**config.mk**
```make
export PLATFORM = sky130hd
export DESIGN_NAME = order_failure_handler
export DESIGN_NICKNAME = d
export VERILOG_FILES = /design/src/rtl/order_failure_handler_pkg.sv /design/src/rtl/order_failure_handler_oldest_select.sv /design/src/rtl/order_failure_handler.sv
export SDC_FILE = /design/constraint.sdc
export NUM_CORES = 1
export LEC_CHECK = 0
export BUFFER_PORTS_ARGS = -buffer_cell sky130_fd_sc_hd__buf_2
export CAP_MARGIN = 40
export CORE_MARGIN = 2
export CORE_UTILIZATION = 30
export CTS_CLUSTER_DIAMETER = 120
export DETAILED_ROUTE_END_ITERATION = 6
export GPL_TIMING_DRIVEN = 0
export HOLD_SLACK_MARGIN = 0.03
export PLACE_DENSITY = 0.64
export SLEW_MARGIN = 0
export SYNTH_ARGS = -nofsm -noshare
export SYNTH_HDL_FRONTEND = slang
export SYNTH_SLANG_ARGS = --single-unit
```
**constraint.sdc**
```tcl
create_clock -name clk -period 4.62 [get_ports clk]
set_input_delay 0.924 -clock clk [delete_from_list [all_inputs] [get_ports clk]]
set_output_delay 0.924 -clock clk [all_outputs]
set_load 0.01 [all_outputs]
```
**src/rtl/order_failure_handler_pkg.sv**
```systemverilog
// ----------------------------------------------------------------------------
// order_failure_handler_pkg
// Types and helpers shared by the load/store-unit control blocks.
//   LDQ_INDEX_WIDTH : index width of the default 8-entry load queue
//   ofh_state_e     : request state of the order-failure handler
//   ldq_age()       : distance of a queue entry from the queue head
//                     (power-of-two queue sizes only)
// ----------------------------------------------------------------------------
package order_failure_handler_pkg;

    localparam int LDQ_INDEX_WIDTH = 3;

    typedef enum logic [1:0] {
        IDLE      = 2'd0,
        REQ       = 2'd1,
        WAIT_DONE = 2'd2
    } ofh_state_e;

    // (idx - head) mod size; the unsigned subtraction wraps, the mask folds it
    // back into the queue, so a head near the top still sees index 0 as young.
    function automatic int unsigned ldq_age(input int unsigned idx,
                                            input int unsigned head,
                                            input int unsigned size);
        return (idx - head) & (size - 32'd1);
    endfunction

endpackage

```
**src/rtl/order_failure_handler_oldest_select.sv**
```systemverilog
// ----------------------------------------------------------------------------
// order_failure_handler_oldest_select
// Combinational picker: finds the set mask bit closest to the queue head.
//   i_mask  : candidate entries
//   i_head  : index of the oldest queue entry
//   o_found : at least one candidate is set
//   o_index : index of the oldest candidate (0 when none)
//   o_age   : its distance from the head (0 when none)
// ----------------------------------------------------------------------------
module order_failure_handler_oldest_select
    import order_failure_handler_pkg::*;
#(
    parameter int SIZE = 8,
    parameter int IW   = $clog2(SIZE)
) (
    input  logic [SIZE-1:0] i_mask,
    input  logic [IW-1:0]   i_head,
    output logic            o_found,
    output logic [IW-1:0]   o_index,
    output logic [IW-1:0]   o_age
);

    // Walk from youngest to oldest so the last hit, the oldest, wins.
    always_comb begin
        o_found = 1'b0;
        o_index = '0;
        o_age   = '0;
        for (int a = SIZE - 1; a >= 0; a--) begin
            if (i_mask[i_head + IW'(a)]) begin
                o_found = 1'b1;
                o_index = i_head + IW'(a);
                o_age   = IW'(a);
            end
        end
    end

endmodule

```
**src/rtl/order_failure_handler.sv**
```systemverilog
// ----------------------------------------------------------------------------
// order_failure_handler
// Collects load ordering failures reported by the LSU searcher and issues
// one flush request at a time to the ROB for the oldest failing load.
//   clk, reset       : clock, asynchronous active-high reset
//   order_failures   : per-LDQ-entry failure pulses
//   ldq_valid        : LDQ entry allocated
//   ldq_rob_tag      : ROB tag of every LDQ entry
//   ldq_head         : oldest LDQ entry (index + wrap bit)
//   flush_valid/ready: request handshake towards the ROB
//   flush_rob_tag    : ROB tag of the failing load
//   flush_ldq_index  : LDQ index of the failing load
//   flush_done       : ROB reports the requested flush has finished
//   global_flush     : unrelated whole-LSU flush, dominates everything
//   busy             : request in progress or failures still pending
// ----------------------------------------------------------------------------
module order_failure_handler
    import order_failure_handler_pkg::*;
#(
    parameter int LDQ_SIZE      = 8,
    parameter int LDQ_TAG_WIDTH = 4,
    parameter int ROB_TAG_WIDTH = 5
) (
    input  logic                                    clk,
    input  logic                                    reset,
    input  logic [LDQ_SIZE-1:0]                     order_failures,
    input  logic [LDQ_SIZE-1:0]                     ldq_valid,
    input  logic [LDQ_SIZE-1:0][ROB_TAG_WIDTH-1:0]  ldq_rob_tag,
    input  logic [LDQ_TAG_WIDTH-1:0]                ldq_head,
    output logic                                    flush_valid,
    input  logic                                    flush_ready,
    output logic [ROB_TAG_WIDTH-1:0]                flush_rob_tag,
    output logic [$clog2(LDQ_SIZE)-1:0]             flush_ldq_index,
    input  logic                                    flush_done,
    input  logic                                    global_flush,
    output logic                                    busy
);

    localparam int IW = $clog2(LDQ_SIZE);

    ofh_state_e                 r_state;
    logic [LDQ_SIZE-1:0]        r_pending;
    logic [IW-1:0]              r_sel_idx;
    logic [ROB_TAG_WIDTH-1:0]   r_sel_tag;

    ofh_state_e                 w_state_next;
    logic [LDQ_SIZE-1:0]        w_accum;
    logic [LDQ_SIZE-1:0]        w_older_mask;
    logic [LDQ_SIZE-1:0]        w_pending_next;
    logic                       w_trim;
    logic                       w_sel_load;
    logic [IW-1:0]              w_head;
    logic [IW-1:0]              w_reg_age;
    logic                       w_pick_found;
    logic [IW-1:0]              w_pick_idx;
    logic [IW-1:0]              w_pick_age;
    logic                       w_unused_head_wrap;

    // The wrap bit only matters for full/empty detection elsewhere.
    assign w_head             = ldq_head[IW-1:0];
    assign w_unused_head_wrap = ldq_head[LDQ_TAG_WIDTH-1];

    assign w_reg_age = IW'(ldq_age(32'(r_sel_idx), 32'(w_head), LDQ_SIZE));
    assign w_accum   = (r_pending | order_failures) & ldq_valid;

    // Entries strictly older than the registered (flushed) load survive its
    // flush; everything at or after it is squashed by the ROB anyway.
    always_comb begin
        w_older_mask = '0;
        for (int i = 0; i < LDQ_SIZE; i++) begin
            w_older_mask[i] = IW'(ldq_age(32'(i), 32'(w_head), LDQ_SIZE)) < w_reg_age;
        end
    end

    // Trim on the handshake cycle and for the whole wait for flush_done.
    assign w_trim = ((r_state == REQ) && flush_ready) || (r_state == WAIT_DONE);

    assign w_pending_next = global_flush ? '0
                          : (w_trim ? (w_accum & w_older_mask) : w_accum);

    order_failure_handler_oldest_select #(
        .SIZE (LDQ_SIZE),
        .IW   (IW)
    ) u_oldest_select (
        .i_mask  (w_pending_next),
        .i_head  (w_head),
        .o_found (w_pick_found),
        .o_index (w_pick_idx),
        .o_age   (w_pick_age)
    );

    // State register
    always_ff @(posedge clk or posedge reset) begin
        if (reset) begin
            r_state <= IDLE;
        end else begin
            r_state <= w_state_next;
        end
    end

    // Next-state and selection-load decision
    always_comb begin
        w_state_next = r_state;
        w_sel_load   = 1'b0;
        if (global_flush) begin
            w_state_next = IDLE;
        end else begin
            case (r_state)
                IDLE: begin
                    if (w_pick_found) begin
                        w_state_next = REQ;
                        w_sel_load   = 1'b1;
                    end
                end
                REQ: begin
                    if (flush_ready) begin
                        // ROB took the registered tag; keep it for trimming.
                        w_state_next = WAIT_DONE;
                    end else if (!w_pick_found) begin
                        w_state_next = IDLE;
                    end else if ((w_pick_age < w_reg_age) || !w_pending_next[r_sel_idx]) begin
                        // Older failure preempts, or the registered load left the LDQ.
                        w_sel_load = 1'b1;
                    end
                end
                WAIT_DONE: begin
                    if (flush_done) begin
                        if (w_pick_found) begin
                            w_state_next = REQ;
                            w_sel_load   = 1'b1;
                        end else begin
                            w_state_next = IDLE;
                        end
                    end
                end
                default: w_state_next = IDLE;
            endcase
        end
    end

    // Pending mask and registered selection
    always_ff @(posedge clk or posedge reset) begin
        if (reset) begin
            r_pending <= '0;
            r_sel_idx <= '0;
            r_sel_tag <= '0;
        end else begin
            r_pending <= w_pending_next;
            if (w_sel_load) begin
                r_sel_idx <= w_pick_idx;
                r_sel_tag <= ldq_rob_tag[w_pick_idx];
            end
        end
    end

    // Outputs
    always_comb begin
        flush_valid     = (r_state == REQ);
        flush_rob_tag   = r_sel_tag;
        flush_ldq_index = r_sel_idx;
        busy            = (r_state != IDLE) || (r_pending != '0);
    end

endmodule

```
# ---- Word level (Yosys, flattened, before mapping)
# Index checks and enable logic that the tools add are counted.
dict set report totals {
  output_inout_bits 10
  register_bits 18
  in_bits 65
  elab_cells 116
}
dict set report classes {
  mux 60
  n_lt_le_gt_ge 19
  n_reduce_logical 9
  n_eq_ne 5
  n_bitwise 3
  n_addsub 16
}
# cell n
set op_table {}
lappend op_table {{3-bit 2-to-1 mux} 16}
lappend op_table {{3-bit by 4-bit < comparator with 1-bit output (second input constant)} 10}
lappend op_table {{1-bit binary-select mux with 3-bit select} 9}
lappend op_table {{3-bit < comparator} 9}
lappend op_table {{1-bit 2-to-1 mux} 24}
lappend op_table {{8-bit AND} 2}
lappend op_table {{8-bit 2-to-1 mux} 2}
lappend op_table {{5-bit binary-select mux with 3-bit select} 1}
lappend op_table {{3-bit adder (second input constant)} 4}
lappend op_table {{3-bit subtractor (first input constant)} 4}
lappend op_table {{2-bit 2-to-1 mux} 5}
lappend op_table {{8-bit OR} 1}
lappend op_table {{8-bit nonzero test} 1}
lappend op_table {{3-bit by 2-bit adder with 3-bit output (second input constant)} 2}
lappend op_table {{3-bit != test (second input constant)} 2}
lappend op_table {{2-bit case mux with 3 select lines} 1}
lappend op_table {{1-bit by 3-bit subtractor with 3-bit output (first input constant)} 2}
lappend op_table {{2-bit by 3-bit subtractor with 3-bit output (first input constant)} 2}
lappend op_table {{5-bit 2-to-1 mux} 1}
lappend op_table {{4-bit != test (second input constant)} 1}
lappend op_table {{3-bit by 1-bit adder with 3-bit output (second input constant)} 1}
lappend op_table {{1-bit logical OR} 3}
lappend op_table {{1-bit case mux with 3 select lines} 1}
lappend op_table {{3-bit AND reduction} 1}
lappend op_table {{7 further kinds} 7}

# ---- Logic depth before layout (Yosys ltp)
dict set report depth {
  word_depth 22
  ltp_mapped 25
  ltp_nobuf 23
}

# ---- Hierarchy
# Synthesis repeated with hierarchy kept, for this count alone.
dict set report hier_totals {
  hier_cells 253
  hier_area_um2 2557.5
}
# module instances seq_area_each_um2 cells_per_inst area_per_inst_um2
set modules_own_cells {}
lappend modules_own_cells {order_failure_handler 1 450.4 150 1636.6}
lappend modules_own_cells {order_failure_handler_oldest_select 1 0.0 103 920.9}

# ---- Worst setup path after synthesis
# Ideal clock, no wire load.
dict set report synth_timing {
  path_type {in2reg}
  startpoint {input port ldq_head[1]}
  endpoint {register r_sel_tag[1] (netlist: flush_rob_tag[1])}
  t_arrival_ps 5872
  required_time_ps 4492
  setup_slack_ps -1380
  n_path_buf 1
  setup_ps 128
  path_stages 20
  path_cell_list {clkbuf_1 > clkinv_1 > fa_1 > xor2_2 > nand2b_1 > and2_1 > ha_1 > a21oi_1 > a22oi_1 > or3_1 > inv_2 > mux4_2 > a221o_2 > mux2i_1 > a211oi_1 > o21a_4 > nor2_8 > mux2_1 > a221oi_1 > o21ai_1}
}
dict set report synth_between {
  elab_chain_len 22
  elab_cells_between_ends 81
  classes_between {16 x add/sub; 9 x order compare; 53 x mux; 1 x bitwise; 2 x reduce/logical}
}
# element line_no
set synth_lines {}
lappend synth_lines {{start, declared} order_failure_handler.sv:29} ;# input logic [LDQ_TAG_WIDTH-1:0] ldq_head,
lappend synth_lines {{3-bit subtractor} order_failure_handler_pkg.sv:24} ;# return (idx - head) & (size - 32'd1);
lappend synth_lines {{3-bit < comparator *} order_failure_handler.sv:71} ;# w_older_mask[i] = IW'(ldq_age(32'(i), 32'(w_head), LDQ_SIZE)) < w_reg_age;
lappend synth_lines {{8-bit AND *} order_failure_handler.sv:79} ;# : (w_trim ? (w_accum & w_older_mask) : w_accum);
lappend synth_lines {{8-bit 2-to-1 mux *} order_failure_handler.sv:79}
lappend synth_lines {{8-bit 2-to-1 mux *} order_failure_handler.sv:78} ;# assign w_pending_next = global_flush ? '0
lappend synth_lines {{via u_oldest_select.i_mask[4]} order_failure_handler_oldest_select.sv:16} ;# input logic [SIZE-1:0] i_mask,
lappend synth_lines {{1-bit binary-select mux with 3-bit select} order_failure_handler_oldest_select.sv:29} ;# if (i_mask[i_head + IW'(a)]) begin
lappend synth_lines {{1-bit 2-to-1 mux (not written as such)} order_failure_handler_oldest_select.sv:29}
lappend synth_lines {{3-bit 2-to-1 mux (8 in a row)} order_failure_handler_oldest_select.sv:29}
lappend synth_lines {{3-bit < comparator} order_failure_handler.sv:121} ;# end else if ((w_pick_age < w_reg_age) || !w_pending_next[r_sel_idx]) begin
lappend synth_lines {{1-bit logical OR} order_failure_handler.sv:121}
lappend synth_lines {{1-bit 2-to-1 mux} order_failure_handler.sv:121}
lappend synth_lines {{1-bit 2-to-1 mux} order_failure_handler.sv:119} ;# end else if (!w_pick_found) begin
lappend synth_lines {{1-bit 2-to-1 mux} order_failure_handler.sv:116} ;# if (flush_ready) begin
lappend synth_lines {{1-bit case mux with 3 select lines} order_failure_handler.sv:108} ;# case (r_state)
lappend synth_lines {{1-bit 2-to-1 mux} order_failure_handler.sv:105} ;# if (global_flush) begin
lappend synth_lines {{end signal, assigned} order_failure_handler.sv:151} ;# r_sel_tag <= ldq_rob_tag[w_pick_idx];
lappend synth_lines {{end, declared} order_failure_handler.sv:44} ;# logic [ROB_TAG_WIDTH-1:0] r_sel_tag;
# Mark *: on every way through the listed nets, which the timed path passes. The rest lies on a longest branch. The select of a mux whose other input is x is not followed.
# A chain may end at the register's enable or synchronous reset.

# ---- Worst setup path in the final report
dict set report layout_timing {
  startpoint {input port ldq_head[1]}
  endpoint {register r_sel_tag[0] (netlist: flush_rob_tag[0])}
}
# Same word-level chain as after synthesis.

==> impl_metrics.env <==
export IMPL_ys_types=69
export IMPL_post_drt_wl_per_cell_um=18.12
export IMPL_final_cell_area_um2=3909
export IMPL_synth_fp_nets=412
export IMPL_grt_pass1_vias=3131
export IMPL_final_common_cell="buf_2"
export IMPL_fin_nets=519
export IMPL_final_cell_mix="buf_2 (73), nand2_1 (31), buf_4 (28), nor2_1 (25), dfrtp_1 (18)"
export IMPL_ir_drop_uv=285.1
export IMPL_drtAntennaViolNets=0
export IMPL_cp_cell_sequence="buf_8 -> clkbuf_16 -> clkinv_8 -> fa_2 -> xor2_4 -> nand2b_4 -> and2_4 -> ha_4 -> nand3b_1 -> a22oi_2 -> or3_4 -> inv_2 -> mux4_2 -> a221o_2 -> mux2i_1 -> a211oi_2 -> o21a_4 -> nor2_8 -> mux4_2 -> nor2_2 -> o31ai_2"
export IMPL_fin_ws_ns=-0.6726
export IMPL_io_buffers=73
export IMPL_hold_viol_final=0
export IMPL_fin_crit_sh_pct=114.6
export IMPL_synth_edf_count=0
export IMPL_crit_arrival_ns=5.45
export IMPL_cts_max_level=1
export IMPL_min_path_type="flop to flop"
export IMPL_synth_flop_cell="dfrtp_1"
export IMPL_critical_path_max_stage_delay_ns=0.55
export IMPL_status="complete, but fails checks"
export IMPL_io_pins=75
export IMPL_cp_start_kind="input pin"
export IMPL_antenna_found_initial=0
export IMPL_grt_max_degree=19
export IMPL_utilization_pct=44.82
export IMPL_initial_core_util_pct=31.08
export IMPL_cts_sinks=18
export IMPL_drt_wl_total_um=9911
export IMPL_layout_min_cycle_time_ns=5.293
export IMPL_place_congestion=0.9175
export IMPL_postPlaceCellArea_um2=3371
export IMPL_slew_headroom_pct=50.24
export IMPL_drive_gt1_share_pct=42.60
export IMPL_ys_top_cells_by_area="dfrtp_1 (17%), mux4_2 (6.6%), ha_1 (6.0%)"
export IMPL_leakage_nw=1.777
export IMPL_cpMostUsedCell="mux4_2"
export IMPL_ff2ff_path_depth=21
export IMPL_ys_warn_count=0
export IMPL_clk_latency_ns=0.27
export IMPL_r2r_start="flush_ldq_index[0]$_DFFE_PP0P_"
export IMPL_grt_use_met3_pct=3.901
export IMPL_cts_tree="built"
export IMPL_grt_overflow_total=0
export IMPL_dr_pass1_iters=5
export IMPL_whs_path_depth=2
export IMPL_cts_buffers_inserted=3
export IMPL_synth_top_cell_area_share_pct=16.62
export IMPL_place_worst_setup_slack_ns=-1.827
export IMPL_use_met2_pct=34.88
export IMPL_viasPerCell=5.932
export IMPL_drv_slew=0
export IMPL_areaGrowthSynthToFinish_pct=44.23
export IMPL_grt_use_total_pct=19.81
export IMPL_hold_path_endpoint="flush_rob_tag[2]$_DFFE_PP0P_"
export IMPL_core_rowCount=34
export IMPL_rsz0062_at_grt="yes"
export IMPL_critPathMaxFanout=7
export IMPL_r2r_slack_ns=-0.50
export IMPL_core_um2=8721
export IMPL_path_class="input pin to flop"
export IMPL_grt_pass1_wl_um=15650
export IMPL_r2r_end="flush_rob_tag[0]$_DFFE_PP0P_"
export IMPL_synth_top_cell_by_area="dfrtp_1"
export IMPL_cp_end_kind="flop"
export IMPL_hp_start="flush_rob_tag[2]$_DFFE_PP0P_"
export IMPL_dr_total_vias=3245
export IMPL_cp_slowest_cell="mux4_2"
export IMPL_cap_violations=0
export IMPL_cp_data_required_time_ns=4.78
export IMPL_grt_util_met1_pct=25.65
export IMPL_syn_area_per_cell_um2=8.138
export IMPL_syn_inst=333
export IMPL_clock_skew_ns=0.001975
export IMPL_violations="setup timing"
export IMPL_clock_fmax_mhz=188.9
export IMPL_dieHeight_um=99.05
export IMPL_hpwl_um=7404
export IMPL_clk_pin_slew_ns=0.08
export IMPL_synth_seq_cells=18
export IMPL_setup_tns_final_ns=-4.810
export IMPL_synth_seq_area_share_pct=16.62
export IMPL_die_area_um2=9810
export IMPL_drt_initial_drc_count=276
export IMPL_fp_dieW_um=99.05
export IMPL_worst_slew_pin_slew_ns=0.7456
export IMPL_drcViolationCount=0
export IMPL_clock_path_buffers=2
export IMPL_p_per_area_nw_per_um2=517.8
export IMPL_async_reset_ff_share_pct=100.0
export IMPL_n_antenna_cell=0
export IMPL_clockRootBuffer="clkbuf_8"
export IMPL_top_usage_layer="met2"
export IMPL_synth_area_um2=2710
export IMPL_finalSetupViolCount=8
-- sequential cells by signal, indices dropped and copies added, names as in the netlist --
| name | count |
|---|---|
| flush_rob_tag | 5 |
| r_pending | 8 |
| r_state | 2 |
| flush_ldq_index | 3 |
-- synth_stat cells (3+ instances only) --
cell,number
a221o_1,5
a311oi_1,6
a211oi_1,5
nand3b_1,4
nor4_1,9
o2111ai_1,3
mux2i_1,16
a221oi_1,4
o21ai_0,9
a2111oi_0,4
dfrtp_1,18
inv_1,21
and3_1,3
clkbuf_1,9
a31oi_1,4
inv_2,3
and2_1,4
o21ai_1,4
o31ai_1,3
a22oi_1,6
a21oi_1,15
nor2_1,28
mux4_2,8
mux2_2,4
o211ai_1,4
nor2b_1,6
nand3_1,7
a21o_1,5
nand2_1,33
ha_1,13
nor3_1,11
a311o_1,3
nand2b_1,11
-- cell families after synthesis --
group                      after synthesis  share of synthesized area (%)
DFF                                     18                          16.62
and+or+nand+nor                        125                          23.41
buffers and inverters                   37                          5.817
muxes                                   30                          15.60
AOI/OAI and AO/OA                      106                          30.01
adders and majority gates               14                          6.741
xor gates and xnor gates                 3                          1.801
-- critical path, delay by kind of cell --
family	cells	cell delay [ns]
compound gates	5	1.07
xor+xnor	1	0.19
mux	3	1.31
fa+ha+maj	2	0.71
buf+inv	4	0.29
simple gates	6	0.95
-- layer usage --
layer,vias to the layer above,share of wire (%)
met2,183,48
met5,-,0
met4,0,1.5
met3,22,8.8
met1,1535,42
li1,1505,-
-- area by class of cell --
| class | count | area, um2 |
|---|---|---|
| plain buffers | 11 | 155.1 |
| clock buffers | 4 | 55.05 |
| fillers | 866 | 4812 |
| inverters | 25 | 108.9 |
| multi-input cells | 278 | 2396 |
| flip-flops and latches | 18 | 450.4 |
| well taps | 108 | 135.1 |
| repair buffers | 103 | 608.1 |
-- power by group --
part	switching, mW	internal [mW]
clock network	0.0643	0.0761
logic	0.852	0.757
registers	0.0623	0.212
total	0.979	1.05
-- worst max path at each step --
stage	slack, ns	from	to	cells after the start
2_1_floorplan	-0.50	ldq_head[1]	flush_rob_tag[0]$_DFFE_PP0P_	20
3_3_place_gp	-1.85	ldq_head[0]	flush_rob_tag[2]$_DFFE_PP0P_	22
3_5_place_dp	-1.83	ldq_head[0]	flush_rob_tag[2]$_DFFE_PP0P_	22
4_1_cts	-0.66	ldq_head[1]	flush_rob_tag[0]$_DFFE_PP0P_	21
5_1_grt	-0.82	ldq_head[1]	flush_rob_tag[0]$_DFFE_PP0P_	21
6_report	-0.67	ldq_head[1]	flush_rob_tag[0]$_DFFE_PP0P_	21
-- repair_timing --
action                     4_1_cts  5_1_grt
gates cloned                     0        2
buffers inserted                17       11
hold buffers                     0        0
setup endpoints to repair        9        9
pin swaps                       24       10
gates resized for setup         35       33
-- per-stage QoR --
step	hold slack [ns]	power [mW]	cells
2_1_floorplan	0.5148	1.198	333
3_3_place_gp	0.4649	1.500	514
3_5_place_dp	0.4815	1.529	514
4_1_cts	0.5028	1.833	534
5_1_grt	0.5486	2.175	547
6_report	0.5019	2.024	547
(Power assumes the default switching activity.)
